$ cat config.mk
export PLATFORM = sky130hd
export DESIGN_NAME = mdu_ctrl
export DESIGN_NICKNAME = d
export VERILOG_FILES = /design/src/rtl/mdu_ctrl_pkg.sv /design/src/rtl/mdu_ctrl_core.sv /design/src/rtl/mdu_ctrl.sv
export SDC_FILE = /design/constraint.sdc
export NUM_CORES = 1
export LEC_CHECK = 0
export BUFFER_PORTS_ARGS = -buffer_cell sky130_fd_sc_hd__clkbuf_2
export CAP_MARGIN = 20
export CORE_AREA = 3 3 179 181
export CTS_BUF_LIST = sky130_fd_sc_hd__clkbuf_16
export CTS_CLUSTER_DIAMETER = 200
export DETAILED_ROUTE_END_ITERATION = 10
export DIE_AREA = 0 0 182 184
export GPL_ROUTABILITY_DRIVEN = 0
export GPL_TIMING_DRIVEN = 0
export PLACE_DENSITY_LB_ADDON = 0.2
export SLEW_MARGIN = 20
export SYNTH_ARGS = -nofsm -noshare
export SYNTH_HDL_FRONTEND = slang
export SYNTH_SLANG_ARGS = --single-unit
$ cat constraint.sdc
create_clock -name clk -period 9.5 [get_ports clk]
set_clock_uncertainty 0.05 [all_clocks]
set_input_delay 1.425 -clock clk [delete_from_list [all_inputs] [get_ports clk]]
set_output_delay 1.425 -clock clk [all_outputs]
set_load 0.02 [all_outputs]
$ cat src/rtl/mdu_ctrl_pkg.sv
// Shared definitions for the multiply/divide controller: operation codes,
// FSM state encoding, iteration count and a small magnitude helper.
package mdu_ctrl_pkg;

    localparam int MDU_WIDTH = 32;
    localparam int MDU_ITER  = 32;

    localparam logic [1:0] MDU_OP_MULT  = 2'b00;
    localparam logic [1:0] MDU_OP_MULTU = 2'b01;
    localparam logic [1:0] MDU_OP_DIV   = 2'b10;
    localparam logic [1:0] MDU_OP_DIVU  = 2'b11;

    typedef enum logic [1:0] {
        MDU_ST_IDLE = 2'd0,
        MDU_ST_RUN  = 2'd1,
        MDU_ST_DONE = 2'd2
    } mdu_state_e;

    // Magnitude of a two's-complement value when treated as signed,
    // otherwise the raw value. |0x80000000| stays 0x80000000 (read unsigned).
    function automatic logic [MDU_WIDTH-1:0] mdu_abs(input logic [MDU_WIDTH-1:0] v,
                                                     input logic               is_signed);
        return (is_signed && v[MDU_WIDTH-1]) ? -v : v;
    endfunction

endpackage

$ cat src/rtl/mdu_ctrl_core.sv
// Iterative unsigned datapath: one shift-add multiply step or one restoring
// shift-subtract divide step per cycle on a 2*WIDTH accumulator.
// Multiply: acc starts as {0, multiplier}, operand reg holds the multiplicand;
//           after WIDTH steps acc = product.
// Divide:   acc starts as {0, dividend}, operand reg holds the divisor;
//           after WIDTH steps acc = {remainder, quotient}.
module mdu_ctrl_core
    import mdu_ctrl_pkg::*;
#(
    parameter int WIDTH = MDU_WIDTH
) (
    input  logic                 clk,
    input  logic                 rst,
    input  logic                 start_i,
    input  logic                 step_i,
    input  logic                 is_div_i,
    input  logic [WIDTH-1:0]     a_i,
    input  logic [WIDTH-1:0]     b_i,
    output logic [2*WIDTH-1:0]   acc_next_o
);

    logic [2*WIDTH-1:0] acc_q, acc_d, acc_step;
    logic [WIDTH-1:0]   m_q, m_d;
    logic               div_q, div_d;
    logic [WIDTH:0]     mul_sum;
    logic [WIDTH:0]     div_upper;
    logic               div_ge;
    logic [WIDTH-1:0]   div_rem;

    // Single iteration of the selected algorithm on the current accumulator.
    always_comb begin
        mul_sum   = {1'b0, acc_q[2*WIDTH-1:WIDTH]} + (acc_q[0] ? {1'b0, m_q} : '0);
        div_upper = acc_q[2*WIDTH-1:WIDTH-1];
        div_ge    = (div_upper >= {1'b0, m_q});
        // When div_ge holds the true difference is below 2^WIDTH, so the
        // wrapped low bits are exact.
        div_rem   = div_upper[WIDTH-1:0] - m_q;
        if (div_q) begin
            acc_step = div_ge ? {div_rem, acc_q[WIDTH-2:0], 1'b1}
                              : {acc_q[2*WIDTH-2:0], 1'b0};
        end else begin
            acc_step = {mul_sum, acc_q[WIDTH-1:1]};
        end
    end

    // Load on start, advance on step, otherwise hold.
    always_comb begin
        acc_d = acc_q;
        m_d   = m_q;
        div_d = div_q;
        if (start_i) begin
            div_d = is_div_i;
            acc_d = {{WIDTH{1'b0}}, (is_div_i ? a_i : b_i)};
            m_d   = is_div_i ? b_i : a_i;
        end else if (step_i) begin
            acc_d = acc_step;
        end
    end

    // Accumulator and operand registers.
    always_ff @(posedge clk) begin
        if (rst) begin
            acc_q <= '0;
            m_q   <= '0;
            div_q <= 1'b0;
        end else begin
            acc_q <= acc_d;
            m_q   <= m_d;
            div_q <= div_d;
        end
    end

    assign acc_next_o = acc_step;

endmodule

$ cat src/rtl/mdu_ctrl.sv
// Multi-cycle MULT/MULTU/DIV/DIVU controller. Owns the IDLE/RUN/DONE FSM,
// the iteration counter, sign bookkeeping, the pipeline stall request and
// the hi/lo result registers; the iterative arithmetic lives in mdu_ctrl_core.
//
// Handshake: op_valid is the request and ~stallreq acts as the ready. An op
// is taken in the IDLE cycle where op_valid=1 and flush=0; the requester holds
// op/src_a/src_b stable for as long as stallreq=1 and through the DONE cycle,
// and res_valid marks the single cycle in which hi/lo carry the new result.
module mdu_ctrl
    import mdu_ctrl_pkg::*;
#(
    parameter int WIDTH = MDU_WIDTH,
    parameter int ITER  = MDU_ITER
) (
    input  logic             clk,
    input  logic             rst,
    input  logic             flush,
    input  logic             op_valid,
    input  logic [1:0]       op,
    input  logic [WIDTH-1:0] src_a,
    input  logic [WIDTH-1:0] src_b,
    output logic             stallreq,
    output logic             busy,
    output logic             res_valid,
    output logic [WIDTH-1:0] hi,
    output logic [WIDTH-1:0] lo,
    output logic [1:0]       dbg_state_o
);

    localparam int CNT_W = $clog2(ITER);

    mdu_state_e         state_q, state_d;
    logic [CNT_W-1:0]   cnt_q, cnt_d;
    logic               accept, step, finish, div_zero;
    logic               op_is_div, op_is_signed;
    logic               neg_res_q, neg_res_d;
    logic               neg_rem_q, neg_rem_d;
    logic               is_div_q, is_div_d;
    logic [WIDTH-1:0]   hi_q, hi_d, lo_q, lo_d;
    logic               res_valid_q, res_valid_d;
    logic [2*WIDTH-1:0] acc_next;
    logic [2*WIDTH-1:0] prod_fix;
    logic [WIDTH-1:0]   quo_fix, rem_fix;

    assign op_is_div    = (op == MDU_OP_DIV) || (op == MDU_OP_DIVU);
    assign op_is_signed = (op == MDU_OP_MULT) || (op == MDU_OP_DIV);

    // Next-state, counter and datapath strobes; flush overrides everything.
    always_comb begin
        state_d  = state_q;
        cnt_d    = cnt_q;
        accept   = 1'b0;
        step     = 1'b0;
        finish   = 1'b0;
        div_zero = 1'b0;
        if (flush) begin
            state_d = MDU_ST_IDLE;
            cnt_d   = '0;
        end else begin
            case (state_q)
                MDU_ST_IDLE: begin
                    if (op_valid) begin
                        accept = 1'b1;
                        cnt_d  = '0;
                        if (op_is_div && (src_b == '0)) begin
                            div_zero = 1'b1;
                            state_d  = MDU_ST_DONE;
                        end else begin
                            state_d  = MDU_ST_RUN;
                        end
                    end
                end
                MDU_ST_RUN: begin
                    step  = 1'b1;
                    cnt_d = cnt_q + CNT_W'(1);
                    if (cnt_q == CNT_W'(ITER - 1)) begin
                        finish  = 1'b1;
                        cnt_d   = '0;
                        state_d = MDU_ST_DONE;
                    end
                end
                MDU_ST_DONE: begin
                    // The completed instruction is still on op_valid here.
                    state_d = MDU_ST_IDLE;
                end
                default: begin
                    state_d = MDU_ST_IDLE;
                    cnt_d   = '0;
                end
            endcase
        end
    end

    // Sign bookkeeping on accept and sign-corrected result capture.
    always_comb begin
        neg_res_d   = neg_res_q;
        neg_rem_d   = neg_rem_q;
        is_div_d    = is_div_q;
        hi_d        = hi_q;
        lo_d        = lo_q;
        res_valid_d = finish | div_zero;
        prod_fix    = neg_res_q ? -acc_next : acc_next;
        quo_fix     = neg_res_q ? -acc_next[WIDTH-1:0] : acc_next[WIDTH-1:0];
        rem_fix     = neg_rem_q ? -acc_next[2*WIDTH-1:WIDTH] : acc_next[2*WIDTH-1:WIDTH];
        if (accept) begin
            is_div_d  = op_is_div;
            neg_res_d = op_is_signed & (src_a[WIDTH-1] ^ src_b[WIDTH-1]);
            neg_rem_d = op_is_signed & src_a[WIDTH-1];
        end
        if (div_zero) begin
            hi_d = src_a;
            lo_d = '1;
        end else if (finish) begin
            if (is_div_q) begin
                hi_d = rem_fix;
                lo_d = quo_fix;
            end else begin
                hi_d = prod_fix[2*WIDTH-1:WIDTH];
                lo_d = prod_fix[WIDTH-1:0];
            end
        end
    end

    // FSM state and iteration counter.
    always_ff @(posedge clk) begin
        if (rst) begin
            state_q <= MDU_ST_IDLE;
            cnt_q   <= '0;
        end else begin
            state_q <= state_d;
            cnt_q   <= cnt_d;
        end
    end

    // Sign flags, result registers and the completion pulse.
    always_ff @(posedge clk) begin
        if (rst) begin
            neg_res_q   <= 1'b0;
            neg_rem_q   <= 1'b0;
            is_div_q    <= 1'b0;
            hi_q        <= '0;
            lo_q        <= '0;
            res_valid_q <= 1'b0;
        end else begin
            neg_res_q   <= neg_res_d;
            neg_rem_q   <= neg_rem_d;
            is_div_q    <= is_div_d;
            hi_q        <= hi_d;
            lo_q        <= lo_d;
            res_valid_q <= res_valid_d;
        end
    end

    mdu_ctrl_core #(
        .WIDTH (WIDTH)
    ) u_core (
        .clk        (clk),
        .rst        (rst),
        .start_i    (accept),
        .step_i     (step),
        .is_div_i   (op_is_div),
        .a_i        (mdu_abs(src_a, op_is_signed)),
        .b_i        (mdu_abs(src_b, op_is_signed)),
        .acc_next_o (acc_next)
    );

    assign stallreq    = ~rst & (((state_q == MDU_ST_IDLE) & op_valid & ~flush) |
                                 (state_q == MDU_ST_RUN));
    assign busy        = (state_q != MDU_ST_IDLE);
    assign res_valid   = res_valid_q;
    assign hi          = hi_q;
    assign lo          = lo_q;
    assign dbg_state_o = state_q;

endmodule

# After elaboration in Yosys (flattened, before gate mapping)
# Index checks and enable logic that the tools add are counted.
classes:
  n_reduce_logical: 15
  mux: 37
  eq_ne: 7
  n_addsub: 8
  order_cmp: 1
  n_bitwise: 11
ops:
  columns: ["operator", "n"]
  rows:
  - ["two-way mux 32 bit", 15]
  - ["two-way mux 64 bit", 3]
  - ["negator 32 bit", 4]
  - ["negator 64 bit", 1]
  - ["adder 32 x 32 -> 33 bit", 1]
  - [">= comparator 33 x 32 -> 1 bit", 1]
  - ["logical NOT 32 bit", 1]
  - ["subtractor 32 bit", 1]
  - ["one-hot mux 5 bit (3 select lines)", 1]
  - ["two-way mux 1 bit", 12]
  - ["two-way mux 5 bit", 2]
  - ["== test 2 bit, second input constant", 3]
  - ["two-way mux 2 bit", 3]
  - ["nonzero test 2 bit", 3]
  - ["adder 5 x 1 -> 5 bit, second input constant", 1]
  - ["bitwise AND 1 bit", 5]
  - ["== test 5 bit, second input constant", 1]
  - ["logical NOT 2 bit", 2]
  - ["inequality test 2 bit, second input constant", 2]
  - ["one-hot mux 2 bit (2 select lines)", 1]
  - ["AND reduction 2 bit", 2]
  - ["OR reduction 2 bit", 2]
  - ["logical AND 1 bit", 3]
  - ["NOT 1 bit", 3]
  - ["other kinds (4)", 6]
word_totals:
  regBits: 171
  wordCells: 90
  output_inout_bits: 69
  input_bits: 70

# Depth between registers and ports, before layout
# Gate-level depths: netlist of the first run.
depth:
  word_depth: 8
  mapped_depth: 23
  depth_no_buf: 21

# Hierarchy
# Synthesis of the first run repeated with hierarchy kept, for this count alone.
hier_totals:
  hier_cells: 2068
  area_unflattened_um2: 15598.7
by_module_without_submodules:
  columns: ["mod", "seq_area_each_um2", "n_inst", "area_each_um2", "cells_each"]
  rows:
  - ["mdu_ctrl_core", 1941.9, 1, 9197.6, 1211]
  - ["mdu_ctrl", 1501.4, 1, 6401.1, 857]

# Worst setup path after synthesis of the first run
# OpenSTA, ideal clock, no wires.
synth_path:
  kind: "reg-to-reg"
  from: "register u_core.m_q[12]"
  to: "register hi_q[26] (netlist: hi[26])"
  period_less_slack_ns: 4.693
  setup_ns: 0.128
  arrival_time_ns: 4.516
  path_stages_with_launch: 24
  setup_slack_ns: 4.807
  required_time_ns: 9.322
  n_path_buf: 2
  path_cell_list: "dfxtp_1 > inv_1 > ha_1 > buf_2 > a21oi_1 > o21ai_1 > a221oi_2 > a211o_1 > buf_6 > nand3_1 > o21ai_1 > ha_1 > o211ai_1 > a211o_1 > and3b_1 > and4_1 > a31o_2 > nand3b_1 > o41ai_1 > nand2_1 > o41ai_2 > xor2_1 > a221oi_1 > nor2_1"
synth_via:
  elab_chain_len: 8
  word_cells_on_any_way: 13
  cone_classes: "add/sub (4); order compare (1); mux (8)"
synth_lines:
  columns: ["element", "line", "rtl"]
  rows:
  - ["start: declaration", "mdu_ctrl_core.sv:23", "logic [WIDTH-1:0] m_q, m_d;"]
  - ["start signal: assignment", "mdu_ctrl_core.sv:68", "m_q <= m_d;"]
  - ["two-way mux 32 bit (tied with other cells)", "mdu_ctrl_core.sv:32", "mul_sum = {1'b0, acc_q[2*WIDTH-1:WIDTH]} + (acc_q[0] ? {1'b0, m_q} : '0);"]
  - ["adder 32 x 32 -> 33 bit / two-way mux 64 bit (equally long branches)", "mdu_ctrl_core.sv:32, mdu_ctrl_core.sv:39", null]
  - ["two-way mux 64 bit *", "mdu_ctrl_core.sv:38", "if (div_q) begin"]
  - ["negator 64 bit / negator 32 bit (equally long branches)", "mdu_ctrl.sv:102, mdu_ctrl.sv:104", null]
  - ["two-way mux 64 bit / two-way mux 32 bit (equally long branches)", "mdu_ctrl.sv:102, mdu_ctrl.sv:104", null]
  - ["two-way mux 32 bit *", "mdu_ctrl.sv:114", "if (is_div_q) begin"]
  - ["two-way mux 32 bit *", "mdu_ctrl.sv:113", "end else if (finish) begin"]
  - ["two-way mux 32 bit *", "mdu_ctrl.sv:110", "if (div_zero) begin"]
  - ["end signal: assignment", "mdu_ctrl.sv:148", "hi_q <= hi_d;"]
  - ["end: declaration", "mdu_ctrl.sv:39", "logic [WIDTH-1:0] hi_q, hi_d, lo_q, lo_d;"]
# Every way passes the cells marked *; elsewhere a longest branch is shown, timed or not. The select of a mux whose other input is x is not followed.
# A chain may end at the register's enable or synchronous reset.

# Worst setup path after layout of the first run
layout_path:
  from: "register u_core.m_q[18]"
  to: "register hi_q[26] (netlist: hi[26])"
# Same word-level chain as after synthesis.

==> results.cfg, run 1 <==
[worst_setup_path]
path_cells = inv_1, ha_1, a21oi_1, o21ai_0, a21oi_1, o211a_1, buf_2, nand3_1, o21ai_1, ha_1, o211ai_1, a211o_1, and3b_1, and4_1, a31o_2, nand3b_1, o41ai_1, nand2_1, o41ai_2, xor2_1, a221oi_1, nor2_1
critPathMaxStageDelay_ps = 530
cp_data_arrival_time_ps = 6990
crit_family = compound AO/OA/AOI/OAI gates
crit_required_ps = 9760
crit_buf_inv = 2
path_max_fanout = 10
cpMaxStageDelayCell = o21ai_1
end_kind = flip-flop
crit_path_start_kind = flip-flop
path_class = reg2reg

[routing]
vias = 17979
wl_um = 65600
wl_per_cell_um = 24.3
vias_per_cell = 6.66
drc_errors = 0
drt_iter0_markers = 2751
ant_nets = 0
dr.pass1.iters = 8

[cts]
ctsRootBufferMaster = clkbuf_16
numCtsBuffers = 17
path_clk_slew_ps = 70
insertion_delay_ps = 460
cts_resized = 0
clk_path_buf_depth = 2
cts_setup_buffers = 0
cts_sinks = 171
htree_levels = 4
cts_tree = done
hold_buffers = 0

[place]
placed_cells = 2666
dp_hpwl_um = 52300
port_buffers = 134
place_ws_ps = 3190

[synthesis]
yosysSeqAreaShare_pct = 22.5
syn-num-nets = 2278
synth_compound_area_share_pct = 28.9
ys_ff_latch = 171
synth_edf_count = 0
syn_avg_cell_area_um2 = 7.13
synth_top_family_by_area = compound AO/OA/AOI/OAI gates
yosys.area_share.simple_pct = 24.7
synth_area_um2 = 15200
synth_cells = 2136
synth_xor_area_share_pct = 9.43
synth_adder_area_share_pct = 6.01
ys.flop_type = dfxtp_1
async_reset_ff_share_pct = 0
synthMuxAreaShare_pct = 3.40
yosysWarningCount = 0
synth_cell_types = 95

[final_layout]
final_cells = 2698
layout_commonest_cell = nand2_1
final_cell_mix = nand2_1, nor2_1, a21oi_1
fill_cells = 3016
nNetsFinal = 2431
drive_gt1_share_pct = 10.3
area_growth_pct = 11.5

[timing]
layout_setup_ws_ps = 2770
setup_viol = 0
holdWs_ps = 420
fin_crit_sh_pct = 70.9
hold_violations = 0
slew_viol_final = 0
finalWorstPathRequiredPeriod_ps = 6730
tightestPinTransition_ps = 1090
max_freq_ghz = 0.149
tns_ps = 0
rsz0062_at_grt = false
relSlewSlack_pct = 25.4

[floorplan]
die_y_um = 184
pin_count = 139
core-area_um2 = 30600
rows = 64
die_area_um2 = 33500
die_w_um = 182
start_util_pct = 49.8

[grt]
grt_use_total_pct = 37.9
gr-total-overflow = 0
grt_pass1_vias = 16924
grt_pass1_wl_um = 98800
grt_max_degree = 18
antenna_found_initial = 0

[power]
leakage_nw = 6.67
powerDensity_nw_per_um2 = 127
peakVddDrop_mv = 0.141

[hold_path]
hold_path_class = reg2reg

[run]
maxCapViolations = 0

[status]
status = finished clean
==> Yosys cell counts, types with 9 or more instances <==
cell	n	share of area, %
nand4_1	25	1.0
buf_1	18	0.44
dfxtp_1	171	22
nor2_1	233	5.7
clkbuf_1	106	2.6
mux2i_1	45	3.0
nor2b_1	16	0.66
a21o_1	21	1.0
nand3_1	27	0.89
ha_1	70	5.8
and3_1	15	0.62
a31oi_1	30	1.2
o21ba_2	10	0.66
or3_1	13	0.53
buf_2	11	0.36
nor4_1	18	0.74
nand2_1	281	6.9
o21ai_0	118	3.9
xnor2_1	103	5.9
a311oi_1	9	0.52
a21oi_1	209	6.9
xor2_1	61	3.5
or2_2	9	0.37
o211ai_1	54	2.7
o31ai_1	12	0.59
and2_1	44	1.8
or4_1	13	0.64
a211oi_1	65	3.2
nand2b_1	15	0.62
inv_1	59	1.5
o21ai_1	9	0.30
a221oi_1	21	1.2
nor3_1	61	2.0
o21a_1	18	0.89
==> power breakdown <==
group | total, mW | internal [mW] | switching (mW)
logic | 0.671 | 0.218 | 0.453
clock network | 0.723 | 0.372 | 0.351
registers | 0.769 | 0.737 | 0.0317
total | 2.16 | 1.33 | 0.836
==> state kept, by name (all words and copies together), names as in the netlist <==
register and cells:
res_valid 1, neg_res_q 1, u_core.acc_q 64, hi 32, cnt_q 5, neg_rem_q 1
lo 32, u_core.div_q 1, dbg_state_o 2, u_core.m_q 32
==> final cells by class <==
| cell class | instances | area [um2] | share of cell area (%) |
|---|---|---|---|
| Inverter | 61 | 229 | 1.35 |
| Clock inverter | 14 | 156 | 0.921 |
| Clock buffer | 17 | 425 | 2.50 |
| Multi-Input combinational cell | 1766 | 11000 | 65.0 |
| Tap cell | 396 | 495 | 2.92 |
| Sequential cell | 171 | 3420 | 20.2 |
| Buffer | 138 | 547 | 3.22 |
| Antenna cell | 1 | 2.50 | 0.0147 |
| Timing Repair Buffer | 134 | 671 | 3.95 |
==> worst min-delay path: stages, from the launching register on <==
cell and delay [ps]:
dfxtp_1 320, nand2_1 50, a21oi_1 50
==> layer usage <==
layer	vias up	wire length (um)	share of wire, %	track usage [%]
met2	1276	27600	42	58.5
li1	8016	-	-	-
met5	-	0	0	0
met4	0	5340	8.1	23.2
met1	8346	24600	37	47.3
met3	341	8140	12	10.0
==> cell families (layout without fill, tap and decap cells) <==
group | after synthesis | count (layout)
flops | 171 | 171
mux | 51 | 51
fa+ha+maj | 72 | 72
compound gates | 673 | 673
xor+xnor | 164 | 164
other cells | 0 | 1
buf+inv | 199 | 364
simple gates | 806 | 806
==> final timing paths <==
check / from / to / slack [ps] / cells after the start
setup / recovery: u_core.m_q[18] / hi[26] / 2770 / 22
hold reg to reg: u_core.m_q[2] / u_core.m_q[2] / 420 / 2
hold / removal: u_core.m_q[2] / u_core.m_q[2] / 420 / 2
setup reg to reg: u_core.m_q[18] / hi[26] / 2770 / 22
==> through the flow <==
| stage | util [%] | power, mW | cell area (um2) |
|---|---|---|---|
| after detailed placement | 53.6 | 1.42 | 16400 |
| final | 55.5 | 2.16 | 17000 |
| after global routing | 55.5 | 2.22 | 17000 |
| after global placement | 53.6 | 1.41 | 16400 |
| after floorplan | - | 1.19 | 15200 |
| after CTS | 55.5 | 2.12 | 17000 |
No activity file was read; power rests on OpenSTA's default activity.
==> inputs of run 2 (changes only) <==
==> constraint.sdc (replaced) <==
create_clock -name clk -period 6.1 [get_ports clk]
set_clock_uncertainty 0.05 [all_clocks]
set_input_delay 0.915 -clock clk [delete_from_list [all_inputs] [get_ports clk]]
set_output_delay 0.915 -clock clk [all_outputs]
set_load 0.02 [all_outputs]
==> results.cfg, run 2 (synthesis results as in run 1) <==
[status]
status = finished clean

[routing]
vias_per_cell = 6.65
wl_um = 65900
vias = 17942
drt_iter0_markers = 2612
drc_errors = 0
wl_per_cell_um = 24.4
dr.pass1.iters = 8
ant_nets = 0

[place]
place_area_um2 = 16400
port_buffers = 134
placed_cells = 2666
dp_hpwl_um = 52300

[final_layout]
top_register = u_core.acc_q
layout_commonest_cell = nand2_1
final_cells = 2699
regArea_um2 = 3420
postLayoutCellArea_um2 = 17000
area_growth_pct = 11.9
multiInputGateArea_um2 = 11100
n_antenna_cell = 0
fill_cells = 3013
drive_gt1_share_pct = 10.7
largest_reg_flops = 64
final_cell_mix = nand2_1, nor2_1, a21oi_1
nNetsFinal = 2433

[floorplan]
die_y_um = 184
core-area_um2 = 30600
die_area_um2 = 33500
start_util_pct = 49.8
pin_count = 139
rows = 64
die_w_um = 182

[hold_path]
hold_end = u_core.m_q[2]
hold-path-cell-count = 2
hp-start = u_core.m_q[2]
hold_path_class = reg2reg

[cts]
clk_path_buf_depth = 2
numCtsBuffers = 17
cts_tree = done
path_clk_slew_ps = 70
htree_levels = 4
insertion_delay_ps = 460
ctsRootBufferMaster = clkbuf_16
cts_sinks = 171

[timing]
rsz0062_at_grt = false
hold_violations = 0
relSlewSlack_pct = 27.3
max_freq_ghz = 0.168
finalWorstPathRequiredPeriod_ps = 5950
setup_viol = 0
slew_viol_final = 0
tightestPinTransition_ps = 1060
fin_crit_sh_pct = 97.5

[power]
leakage_nw = 6.69
peakVddDrop_mv = 0.221
powerDensity_nw_per_um2 = 199
fin_total_pwr_mw = 3.38

[run]
maxCapViolations = 0

[worst_setup_path]
crit_path_start_kind = flip-flop
crit_required_ps = 6350
r2r-end = hi[30]
path_max_fanout = 10
end_kind = flip-flop
path_class = reg2reg
r2r_setup_slack_ps = 150
r2r-start = u_core.m_q[30]
worstRegToRegCells = 21
cp_data_arrival_time_ps = 6200

[grt]
gr-total-overflow = 0
grt_use_total_pct = 37.9
antenna_found_initial = 0
grt_max_degree = 18
grt_pass1_wl_um = 98800
grt_pass1_vias = 16986
[run 2: power by group]
group	internal (mW)	switching [mW]	total (mW)
sequential	1.15	0.0504	1.20
clock	0.579	0.550	1.13
combinational	0.345	0.712	1.06
[run 2: worst max-delay path by stage]
stage	startpoint	end	slack, ps	cells past startpoint
after floorplan	u_core.m_q[12]	hi[26]	1410	23
after global placement	u_core.m_q[18]	hi[26]	-170	22
after CTS	u_core.m_q[30]	hi[26]	50	22
after global routing	u_core.m_q[12]	hi[26]	7	23
after detailed placement	u_core.m_q[18]	hi[26]	-210	22
final	u_core.m_q[30]	hi[30]	150	21
[run 2: metrics by stage]
step	TNS, ps	util [%]	setup WS [ps]	hold WS [ps]
after floorplan	0	-	1410	390
after global placement	-169	53.6	-169	405
after detailed placement	-210	53.6	-210	403
after CTS	0	55.5	50.9	413
after global routing	0	55.7	6.59	458
final	0	55.7	153	416
[run 2: cell type report]
cell class,count,share of cell area [%]
buffer,138,3.22
clock buffer,17,2.50
tap,396,2.91
sequential,171,20.1
clock inverter,14,0.917
multi-input combinational,1766,65.0
timing repair buffer,136,4.02
inverter,61,1.34
[run 2: what timing repair did]
| item | CTS | global route |
|---|---|---|
| pin swaps | 0 | 2 |
| setup endpoints to repair | 1 | 10 |
| endpoints found under the hold margin | 0 | 0 |
| buffers inserted | 0 | 2 |
| hold buffers | 0 | 0 |
| gates resized for setup | 2 | 9 |
[run 2: critical path: stages, from the launching register on]
cell      delay (ps)
dfxtp_1          360
inv_1            110
ha_1             390
nand3b_1         330
nor4_2           570
nand4_1          210
o211ai_1         300
buf_2            360
o21ai_0          130
nand3_1          170
o21ai_1          110
inv_1            120
ha_1             250
nand2_1           90
a21oi_2          210
nand4_2          170
or4_4            620
or3_4            440
a211oi_2         180
a21oi_1          120
xnor2_1          380
a211oi_1         140
[run 2: layer usage]
metal  vias to the layer above  GRT usage, %  wire [um]
met3                       353          9.66       8030
met1                      8381          47.5      24900
met5                         -             0          0
met2                      1197          58.3      27500
li1                       8011             -          -
met4                         0          24.0       5460
